[src/rtl/sync_fifo_param_if.sv]
// sync_fifo_param_if: producer/consumer handshake and status bundle for sync_fifo_param
interface sync_fifo_param_if #(
  parameter int DATA_W = 8,
  parameter int ADDR_W = 6
);
  logic              wr_en;
  logic [DATA_W-1:0] wr_data;
  logic              rd_en;
  logic              clr_err;
  logic [DATA_W-1:0] rd_data;
  logic              rd_valid;
  logic              full;
  logic              empty;
  logic              almost_full;
  logic              almost_empty;
  logic [ADDR_W:0]   count;
  logic              overflow;
  logic              underflow;
  modport master (
    output wr_en, wr_data, rd_en, clr_err,
    input  rd_data, rd_valid, full, empty, almost_full, almost_empty, count, overflow, underflow
  );
  modport slave (
    input  wr_en, wr_data, rd_en, clr_err,
    output rd_data, rd_valid, full, empty, almost_full, almost_empty, count, overflow, underflow
  );
endinterface

[src/rtl/sync_fifo_param.sv]
// sync_fifo_param: single-clock FIFO with thresholds, sticky error flags and read-valid strobe.
// Define SYNC_FIFO_FWFT_EN for first-word-fall-through reads.
module sync_fifo_param #(
  parameter int DATA_W    = 8,
  parameter int ADDR_W    = 6,
  parameter int AFULL_TH  = 56,
  parameter int AEMPTY_TH = 8
) (
  input logic               clk,
  input logic               rst,
  sync_fifo_param_if.slave  bus
);
  localparam int DEPTH = 2 ** ADDR_W;
  localparam logic [ADDR_W:0] FULL_CNT = DEPTH[ADDR_W:0];
  localparam logic [ADDR_W:0] AF_CNT   = AFULL_TH[ADDR_W:0];
  localparam logic [ADDR_W:0] AE_CNT   = AEMPTY_TH[ADDR_W:0];
  logic [DATA_W-1:0] r_mem [DEPTH];
  logic [ADDR_W-1:0] r_wr_ptr, r_rd_ptr;
  logic [ADDR_W:0]   r_count;
  logic              r_overflow, r_underflow;
  logic              w_wr, w_rd;
  assign w_wr = bus.wr_en && !bus.full;
  assign w_rd = bus.rd_en && !bus.empty;
  assign bus.count        = r_count;
  assign bus.full         = r_count == FULL_CNT;
  assign bus.empty        = r_count == '0;
  assign bus.almost_full  = r_count >= AF_CNT;
  assign bus.almost_empty = r_count <= AE_CNT;
  assign bus.overflow     = r_overflow;
  assign bus.underflow    = r_underflow;
  always_ff @(posedge clk)
    if (w_wr) r_mem[r_wr_ptr] <= bus.wr_data;
  always_ff @(posedge clk or posedge rst)
    if (rst) begin
      r_wr_ptr    <= '0;
      r_rd_ptr    <= '0;
      r_count     <= '0;
      r_overflow  <= 1'b0;
      r_underflow <= 1'b0;
    end else begin
      r_wr_ptr    <= r_wr_ptr + ADDR_W'(w_wr);
      r_rd_ptr    <= r_rd_ptr + ADDR_W'(w_rd);
      r_count     <= r_count + (ADDR_W+1)'(w_wr) - (ADDR_W+1)'(w_rd);
      // a new error event outranks a same-cycle clear
      r_overflow  <= (bus.wr_en && bus.full) || (r_overflow && !bus.clr_err);
      r_underflow <= (bus.rd_en && bus.empty) || (r_underflow && !bus.clr_err);
    end
`ifdef SYNC_FIFO_FWFT_EN
  // masked while empty so unwritten memory never reaches the output
  assign bus.rd_data  = bus.empty ? '0 : r_mem[r_rd_ptr];
  assign bus.rd_valid = !bus.empty;
`else
  logic [DATA_W-1:0] r_rd_data;
  logic              r_rd_valid;
  always_ff @(posedge clk or posedge rst)
    if (rst) begin
      r_rd_data  <= '0;
      r_rd_valid <= 1'b0;
    end else begin
      r_rd_valid <= w_rd;
      if (w_rd) r_rd_data <= r_mem[r_rd_ptr];
    end
  assign bus.rd_data  = r_rd_data;
  assign bus.rd_valid = r_rd_valid;
`endif
endmodule

[src/flat_wrapper.sv]
// flat-port wrapper written by rule: the top's interface ports become plain ports
module sync_fifo_param_flat 
#(
  parameter int DATA_W    = 8,
  parameter int ADDR_W    = 6,
  parameter int AFULL_TH  = 56,
  parameter int AEMPTY_TH = 8
)
  (clk, rst, bus_wr_en, bus_wr_data, bus_rd_en, bus_clr_err, bus_rd_data, bus_rd_valid, bus_full, bus_empty, bus_almost_full, bus_almost_empty, bus_count, bus_overflow, bus_underflow);
  sync_fifo_param_if #(.DATA_W(DATA_W), .ADDR_W(ADDR_W)) bus_i ();
  input logic clk;
  input logic rst;
  input wire logic [$bits(bus_i.wr_en)-1:0] bus_wr_en;
  input wire logic [$bits(bus_i.wr_data)-1:0] bus_wr_data;
  input wire logic [$bits(bus_i.rd_en)-1:0] bus_rd_en;
  input wire logic [$bits(bus_i.clr_err)-1:0] bus_clr_err;
  output wire logic [$bits(bus_i.rd_data)-1:0] bus_rd_data;
  output wire logic [$bits(bus_i.rd_valid)-1:0] bus_rd_valid;
  output wire logic [$bits(bus_i.full)-1:0] bus_full;
  output wire logic [$bits(bus_i.empty)-1:0] bus_empty;
  output wire logic [$bits(bus_i.almost_full)-1:0] bus_almost_full;
  output wire logic [$bits(bus_i.almost_empty)-1:0] bus_almost_empty;
  output wire logic [$bits(bus_i.count)-1:0] bus_count;
  output wire logic [$bits(bus_i.overflow)-1:0] bus_overflow;
  output wire logic [$bits(bus_i.underflow)-1:0] bus_underflow;
  assign bus_i.wr_en = bus_wr_en;
  assign bus_i.wr_data = bus_wr_data;
  assign bus_i.rd_en = bus_rd_en;
  assign bus_i.clr_err = bus_clr_err;
  assign bus_rd_data = bus_i.rd_data;
  assign bus_rd_valid = bus_i.rd_valid;
  assign bus_full = bus_i.full;
  assign bus_empty = bus_i.empty;
  assign bus_almost_full = bus_i.almost_full;
  assign bus_almost_empty = bus_i.almost_empty;
  assign bus_count = bus_i.count;
  assign bus_overflow = bus_i.overflow;
  assign bus_underflow = bus_i.underflow;
  sync_fifo_param #(.DATA_W(DATA_W), .ADDR_W(ADDR_W), .AFULL_TH(AFULL_TH), .AEMPTY_TH(AEMPTY_TH)) u_core (.clk(clk), .rst(rst), .bus(bus_i));
endmodule
[config.mk]
export PLATFORM = sky130hd
export DESIGN_NAME = sync_fifo_param_flat
export DESIGN_NICKNAME = d
export VERILOG_FILES = /design/src/rtl/sync_fifo_param_if.sv /design/src/rtl/sync_fifo_param.sv /design/src/flat_wrapper.sv
export SDC_FILE = /design/constraint.sdc
export NUM_CORES = 1
export LEC_CHECK = 0
export ABC_AREA = 1
export ABC_CLOCK_PERIOD_IN_PS = 5570
export CAP_MARGIN = 40
export CORE_MARGIN = 1.5
export CORE_UTILIZATION = 60
export DETAILED_ROUTE_END_ITERATION = 8
export GPL_TIMING_DRIVEN = 0
export PLACE_DENSITY = 0.77
export SYNTH_ARGS = -nofsm -noshare
export SYNTH_HDL_FRONTEND = slang
export SYNTH_SLANG_ARGS = --single-unit
[constraint.sdc]
create_clock -name clk -period 5.57 [get_ports clk]
set_input_delay 1.671 -clock clk [delete_from_list [all_inputs] [get_ports clk]]
set_output_delay 1.671 -clock clk [all_outputs]
set_load 0.005 [all_outputs]
==> out/metrics.cfg <==
[outcome]
outcome = complete, no violations

[die]
coreArea_mm2 = 0.0365
dieWidth_um = 195
ios = 35
design.die.area_mm2 = 0.0382
row_count = 70
start_util = 0.609
fp.dieH_um = 195

[setup_path]
path_class = primary input to flop
worstPathArrival_ns = 5.03
crit_path_end_kind = flop
crit_fanout = 11
critPathRequiredTime_ns = 6.03
cp-start-kind = primary input

[clock_tree]
clk_pin_slew_worst_paths_ns = 0.06
cts_tree = built
postCtsSetupBuffers = 0
cts.path.max_buffers = 3
cts_hold_buf = 0
numCtsBuffers = 52
htreeDepth = 2
clock_sinks = 542
ctsResizeCount = 0
root_buffer = clkbuf_16
clock_latency_ns = 0.58

[global_route]
grt_pass1_vias = 14722
grt_max_degree = 41
grt_pass1_wl_um = 93000
grt_usage = 0.340
gr-total-overflow = 0
antenna_found_initial = 1

[place]
port_buffers = 34
dp_hpwl_um = 44400
place_congestion = 0.996

[detailed_routing]
num_vias = 15749
dr.pass1.iters = 6
wl_per_cell_um = 25.1
drc = 0
viasPerCell = 6.19
drtAntennaViolNets = 0
dr.first_iter.drc_count = 2487
wl_um = 63900

[min_path]
hold_path_class = flop to flop

[sta]
fmax_ghz = 0.219
drv_slew = 0
setup_violations = 0
relSlewSlack = 0.409
tightestPinTransition_ns = 0.884
hold_viol_final = 0
whs_ns = 0.485
skew_ns = 0.0227
period_minus_slack_ns = 4.57
fin_tns_setup_ns = 0
rsz0062_at_grt = no
fin_crit_sh = 0.820

[yosys]
syn_area_per_cell_um2 = 11.5
synthDistinctLibCells = 24
synth_seq_area_share = 0.725
ys_ff_latch = 542
netlist_area_mm2 = 0.0222
syn_nets = 1963
ys_warn_count = 0
synthCells = 1931

[power_and_ir_drop]
leakagePower_nw = 9.45
power_mw = 13.4
ir_drop_v = 0.000317
power_density_mw_per_mm2 = 535

[run]
cap_violations = 0

[finish]
areaGrowthSynthToFinish_pct = 12.7
antenna_cells = 0
seq_area_mm2 = 0.0161
multiInputGateArea_mm2 = 0.00547
layout.nets = 2064
drive_gt1_frac = 0.0891
fillerInstances = 2488

-- power breakdown --
| part | internal [mW] | switching (mW) |
|---|---|---|
| clock | 2.13 | 1.45 |
| combinational | 1.32 | 3.68 |
| sequential | 4.71 | 0.121 |
-- area by class of cell --
class                   count  share of cell area
multi-input cells        1253               0.218
well taps                 468              0.0234
clock inverters            19             0.00979
flip-flops and latches    542               0.643
plain buffers             101              0.0202
inverters                  35             0.00524
clock buffers              79              0.0596
repair buffers             47              0.0203
-- layer usage --
| layer | GRT usage | vias to the layer above | wire length [um] | part of all wire |
|---|---|---|---|---|
| met5 | 0 | - | 0 | 0 |
| met4 | 0.141 | 0 | 3080 | 0.048 |
| met3 | 0.0831 | 204 | 8620 | 0.13 |
| met2 | 0.529 | 1211 | 29000 | 0.45 |
| met1 | 0.465 | 7453 | 23200 | 0.36 |
| li1 | - | 6881 | - | - |
-- critical path, cell delays in order --
cell and delay [ns]:
clkdlybuf4s50_1 0.44, nand2_2 0.34, clkinv_1 0.56, ha_1 0.47
inv_1 0.06, ha_1 0.16, inv_1 0.06, fa_1 0.44
o21ai_0 0.34, a21oi_1 0.12, nor2_1 0.13, nor2_1 0.07
xor2_1 0.14
-- sequential cells by signal, indices dropped and copies added (netlist names) --
register,flops
u_core.bus.overflow,1
u_core.bus.count,7
u_core.bus.rd_data,8
u_core.r_mem,512
u_core.r_wr_ptr,6
u_core.bus.underflow,1
u_core.r_rd_ptr,6
u_core.bus.rd_valid,1
-- cells by family after synthesis --
family / after synthesis / share of synthesized area
and+or+nand+nor: 1149 / 0.214
DFF: 542 / 0.725
buffers and inverters: 136 / 0.0287
AOI/OAI and AO/OA: 72 / 0.0162
adders and majority gates: 19 / 0.0110
xor gates and xnor gates: 13 / 0.00512
-- synthesized netlist by cell type --
cell | n | area [um^2]
a21oi_1 | 68 | 340
buf_1 | 9 | 33.8
buf_2 | 74 | 370
buf_4 | 5 | 37.5
buf_6 | 2 | 22.5
clkbuf_1 | 11 | 41.3
clkinv_1 | 3 | 11.3
dfrtp_1 | 30 | 751
edfxtp_1 | 512 | 15400
fa_1 | 1 | 20.0
ha_1 | 18 | 225
inv_1 | 27 | 101
inv_2 | 5 | 18.8
nand2_1 | 743 | 2790
nand2_2 | 2 | 12.5
nand3_1 | 314 | 1570
nand4_1 | 8 | 50.1
nor2_1 | 79 | 297
nor2_4 | 1 | 11.3
nor3_1 | 1 | 5.00
nor3_2 | 1 | 10.0
o21ai_0 | 4 | 20.0
xnor2_1 | 1 | 8.76
xor2_1 | 12 | 105
-- metrics by stage --
| step | cells | worst slack (ns) | util | cell area [um^2] |
|---|---|---|---|---|
| after floorplan | 1931 | 1.86 | - | 22200 |
| after global placement | 2433 | 0.613 | 0.634 | 23200 |
| after detailed placement | 2443 | 0.498 | 0.638 | 23300 |
| after CTS | 2541 | 1.04 | 0.685 | 25000 |
| after global routing | 2544 | 0.794 | 0.686 | 25100 |
| final | 2544 | 1.00 | 0.686 | 25100 |
-- layout by cell type, fill, tap and decap left out, types with 26 or more instances in the layout --
cell,instances
a21oi_1,68
buf_2,82
clkbuf_1,30
clkbuf_16,53
clkdlybuf4s50_1,26
dfrtp_1,30
edfxtp_1,512
inv_1,26
nand2_1,743
nand3_1,314
nor2_1,79
-- worst paths after layout --
check / slack, ns / startpoint / endpoint / depth (start not counted)
setup / recovery: 1.00 / bus_rd_en / u_core.bus.count[6]$_DFF_PP0_ / 13
hold / removal: 0.49 / u_core.bus.rd_data[6]$_DFFE_PP0P_ / u_core.bus.rd_data[6]$_DFFE_PP0P_ / 2
setup reg to reg: 1.50 / u_core.bus.count[4]$_DFF_PP0_ / u_core.bus.count[6]$_DFF_PP0_ / 17
hold reg to reg: 0.49 / u_core.bus.rd_data[6]$_DFFE_PP0P_ / u_core.bus.rd_data[6]$_DFFE_PP0P_ / 2
max in group asynchronous: 3.46 / rst / u_core.bus.rd_data[6]$_DFFE_PP0P_ / 2
min in group asynchronous: 1.58 / rst / u_core.r_rd_ptr[3]$_DFF_PP0_ / 2
Power figures use the tool's default switching activity.
==> edit (config.mk and constraints unchanged) <==
`DATA_W` is set to 8 in 3 places; all go to 12.
--- a/src/rtl/sync_fifo_param_if.sv
+++ b/src/rtl/sync_fifo_param_if.sv
@@ -2,3 +2,3 @@
 interface sync_fifo_param_if #(
-  parameter int DATA_W = 8,
+  parameter int DATA_W = 12,
   parameter int ADDR_W = 6
--- a/src/rtl/sync_fifo_param.sv
+++ b/src/rtl/sync_fifo_param.sv
@@ -3,3 +3,3 @@
 module sync_fifo_param #(
-  parameter int DATA_W    = 8,
+  parameter int DATA_W    = 12,
   parameter int ADDR_W    = 6,
--- a/src/flat_wrapper.sv
+++ b/src/flat_wrapper.sv
@@ -3,3 +3,3 @@
 #(
-  parameter int DATA_W    = 8,
+  parameter int DATA_W    = 12,
   parameter int ADDR_W    = 6,
Ports: changed (resized bus_rd_data and bus_wr_data); port bits go from 35 to 43. No check against the original RTL was run, so the function may have changed too.
==> edit against the original RTL <==
  * Synthesized area increased by 52%
  * Combinational power increased by 56%
  * Wire length increased by 62%
  * Largest power group unchanged
  * Core utilization increased by 0.47 points
  * Register-to-register slack improved by 570 ps
  * Cell area increased by 52%
  * Count of clock-buffer cells in the layout increased by 23
  * Die area increased by 51%
  * Sequential cell count increased by 260
  * Power increased by 49%
  * Setup slack improved by 620 ps
==> edit: results (changes against the original RTL) <==
* Met1 Use GR at 51.0% (+4.5 points)
* Pre-CTS WS at 1050 ps (+547 ps)
* Mapped Avg Cell Area at 10.9 um^2 (-5.3%)
* Insertion delay to the later sink of the worst-skew pair at 640 ps (+60 ps)
* Maximum net fanout on the critical path at 4 (-7)
* Max reg flops at 768 (+50%)
* Top cells by area, synth: edfxtp_1 (68%), nand2_1 (12%), nand3_1 (6.2%)
* Initial DRC count at 3,744 (+51%)
* DR pass1 iterations at 6 (unchanged)
* Ys async rst share at 4.24% (-1.3 points)
* Cell count after placement at 3,954 (+62%)
* Status: complete, no violations
* Mapped Nets at 3,128 (+59%)
* Synth Area in Adders at 0.727% (-0.38 points)
* Post-synthesis sequential area ratio at 70.9% (-1.6 points)
* Worst IR Drop VDD at 0.288 mV (-9.2%)
* Dpl cell area at 35,800 um^2 (+54%)
* Compound-cell area share of the yosys netlist at 2.00% (+0.38 points)
* Layout cells sized above 1 at 8.19% (-0.72 points)
* Met3 GRT Util at 9.55% (+1.2 points)
* Slew Limit Headroom at 34.7% (-6.2 points)
* GR Util All Layers at 36.4% (+2.4 points)
* Port Buffers at 42 (+24%)
* Post-DP HPWL at 72,100 um (+62%)
* GR Layer Usage met2 at 53.4% (+0.46 points)
* First-pass GRT wire length at 148,000 um (+59%)
* Largest net degree at the start of global routing at 65 (+59%)
* Synth cell count leaders: nand2_1 (1,083), edfxtp_1 (768), nand3_1 (418)
* Clk_skew at 27.7 ps (+4.96 ps)
* Post-synth EDFFs at 768 (+50%)
* Arrival time at the worst endpoint at 2270 ps (-2760 ps)
* WL per Instance at 25.3 um (+0.80%)
* Leakage at 15.2 nW (+60%)
* Vias in the first global route at 22,800 (+55%)
* H-tree depth at 3 (+1)
* DR vias at 24,600 (+56%)
* CTS Buf Count at 78 (+50%)
* RePlAce Congestion at 1.01 (+1.9%)
[edit: cell types whose count changed after synthesis, sizes merged]
cell    unedited run  this run
edfxtp           512       768
nor2              80       192
o211ai             0        36
nand2            745      1083
nand3            314       418
o21ai              4        27
inv               32       274
buf               90        99
a21oi             68        52
clkinv             3         2
dfrtp             30        34
a32o               0         1
clkbuf            11        64
[edit: layer usage]
layer | up-vias | part of all wire [%]
met5 | - | 0
met1 | 11700 | 37
met3 | 232 | 14
met4 | 0 | 5.0
met2 | 1911 | 43
li1 | 10700 | -
[edit: cell type report]
class / count / area [um^2]
Multi-Input combinational cell: 1851 / 7970
Clock buffer: 102 / 2150
Antenna cell: 1 / 2.50
Inverter: 276 / 1040
Clock inverter: 36 / 258
Fill cell: 3838 / 17100
Buffer: 163 / 797
Timing Repair Buffer: 114 / 1140
Sequential cell: 802 / 23900
Tap cell: 748 / 936
[edit: where the power goes]
group | total, W | leakage, nW | switching, W | internal (W)
clock | 0.00508 | 1.19 | 0.00222 | 0.00286
combinational | 0.00779 | 6.66 | 0.00578 | 0.00201
sequential | 0.00709 | 7.32 | 0.000143 | 0.00694
[edit: path summary, 6_finish.rpt]
path	startpoint	to	slack (ps)	cells after the start
hold reg to reg	u_core.bus.rd_data[7]	u_core.bus.rd_data[7]	490	2
hold / removal	u_core.bus.rd_data[7]	u_core.bus.rd_data[7]	490	2
setup reg to reg	u_core.bus.count[4]	u_core.bus.count[6]	2070	20
setup / recovery	u_core.bus.count[4]	bus_empty	1620	7
min in group asynchronous	rst	u_core.r_rd_ptr[0]	1510	2
max in group asynchronous	rst	u_core.bus.rd_data[5]	3490	3
[edit: critical path: stages (launching register included)]
cell	delay (ps)
dfrtp_1	410
inv_1	120
ha_1	160
inv_1	50
nor2_1	120
inv_1	60
nor2_1	190
clkdlybuf4s50_1	550
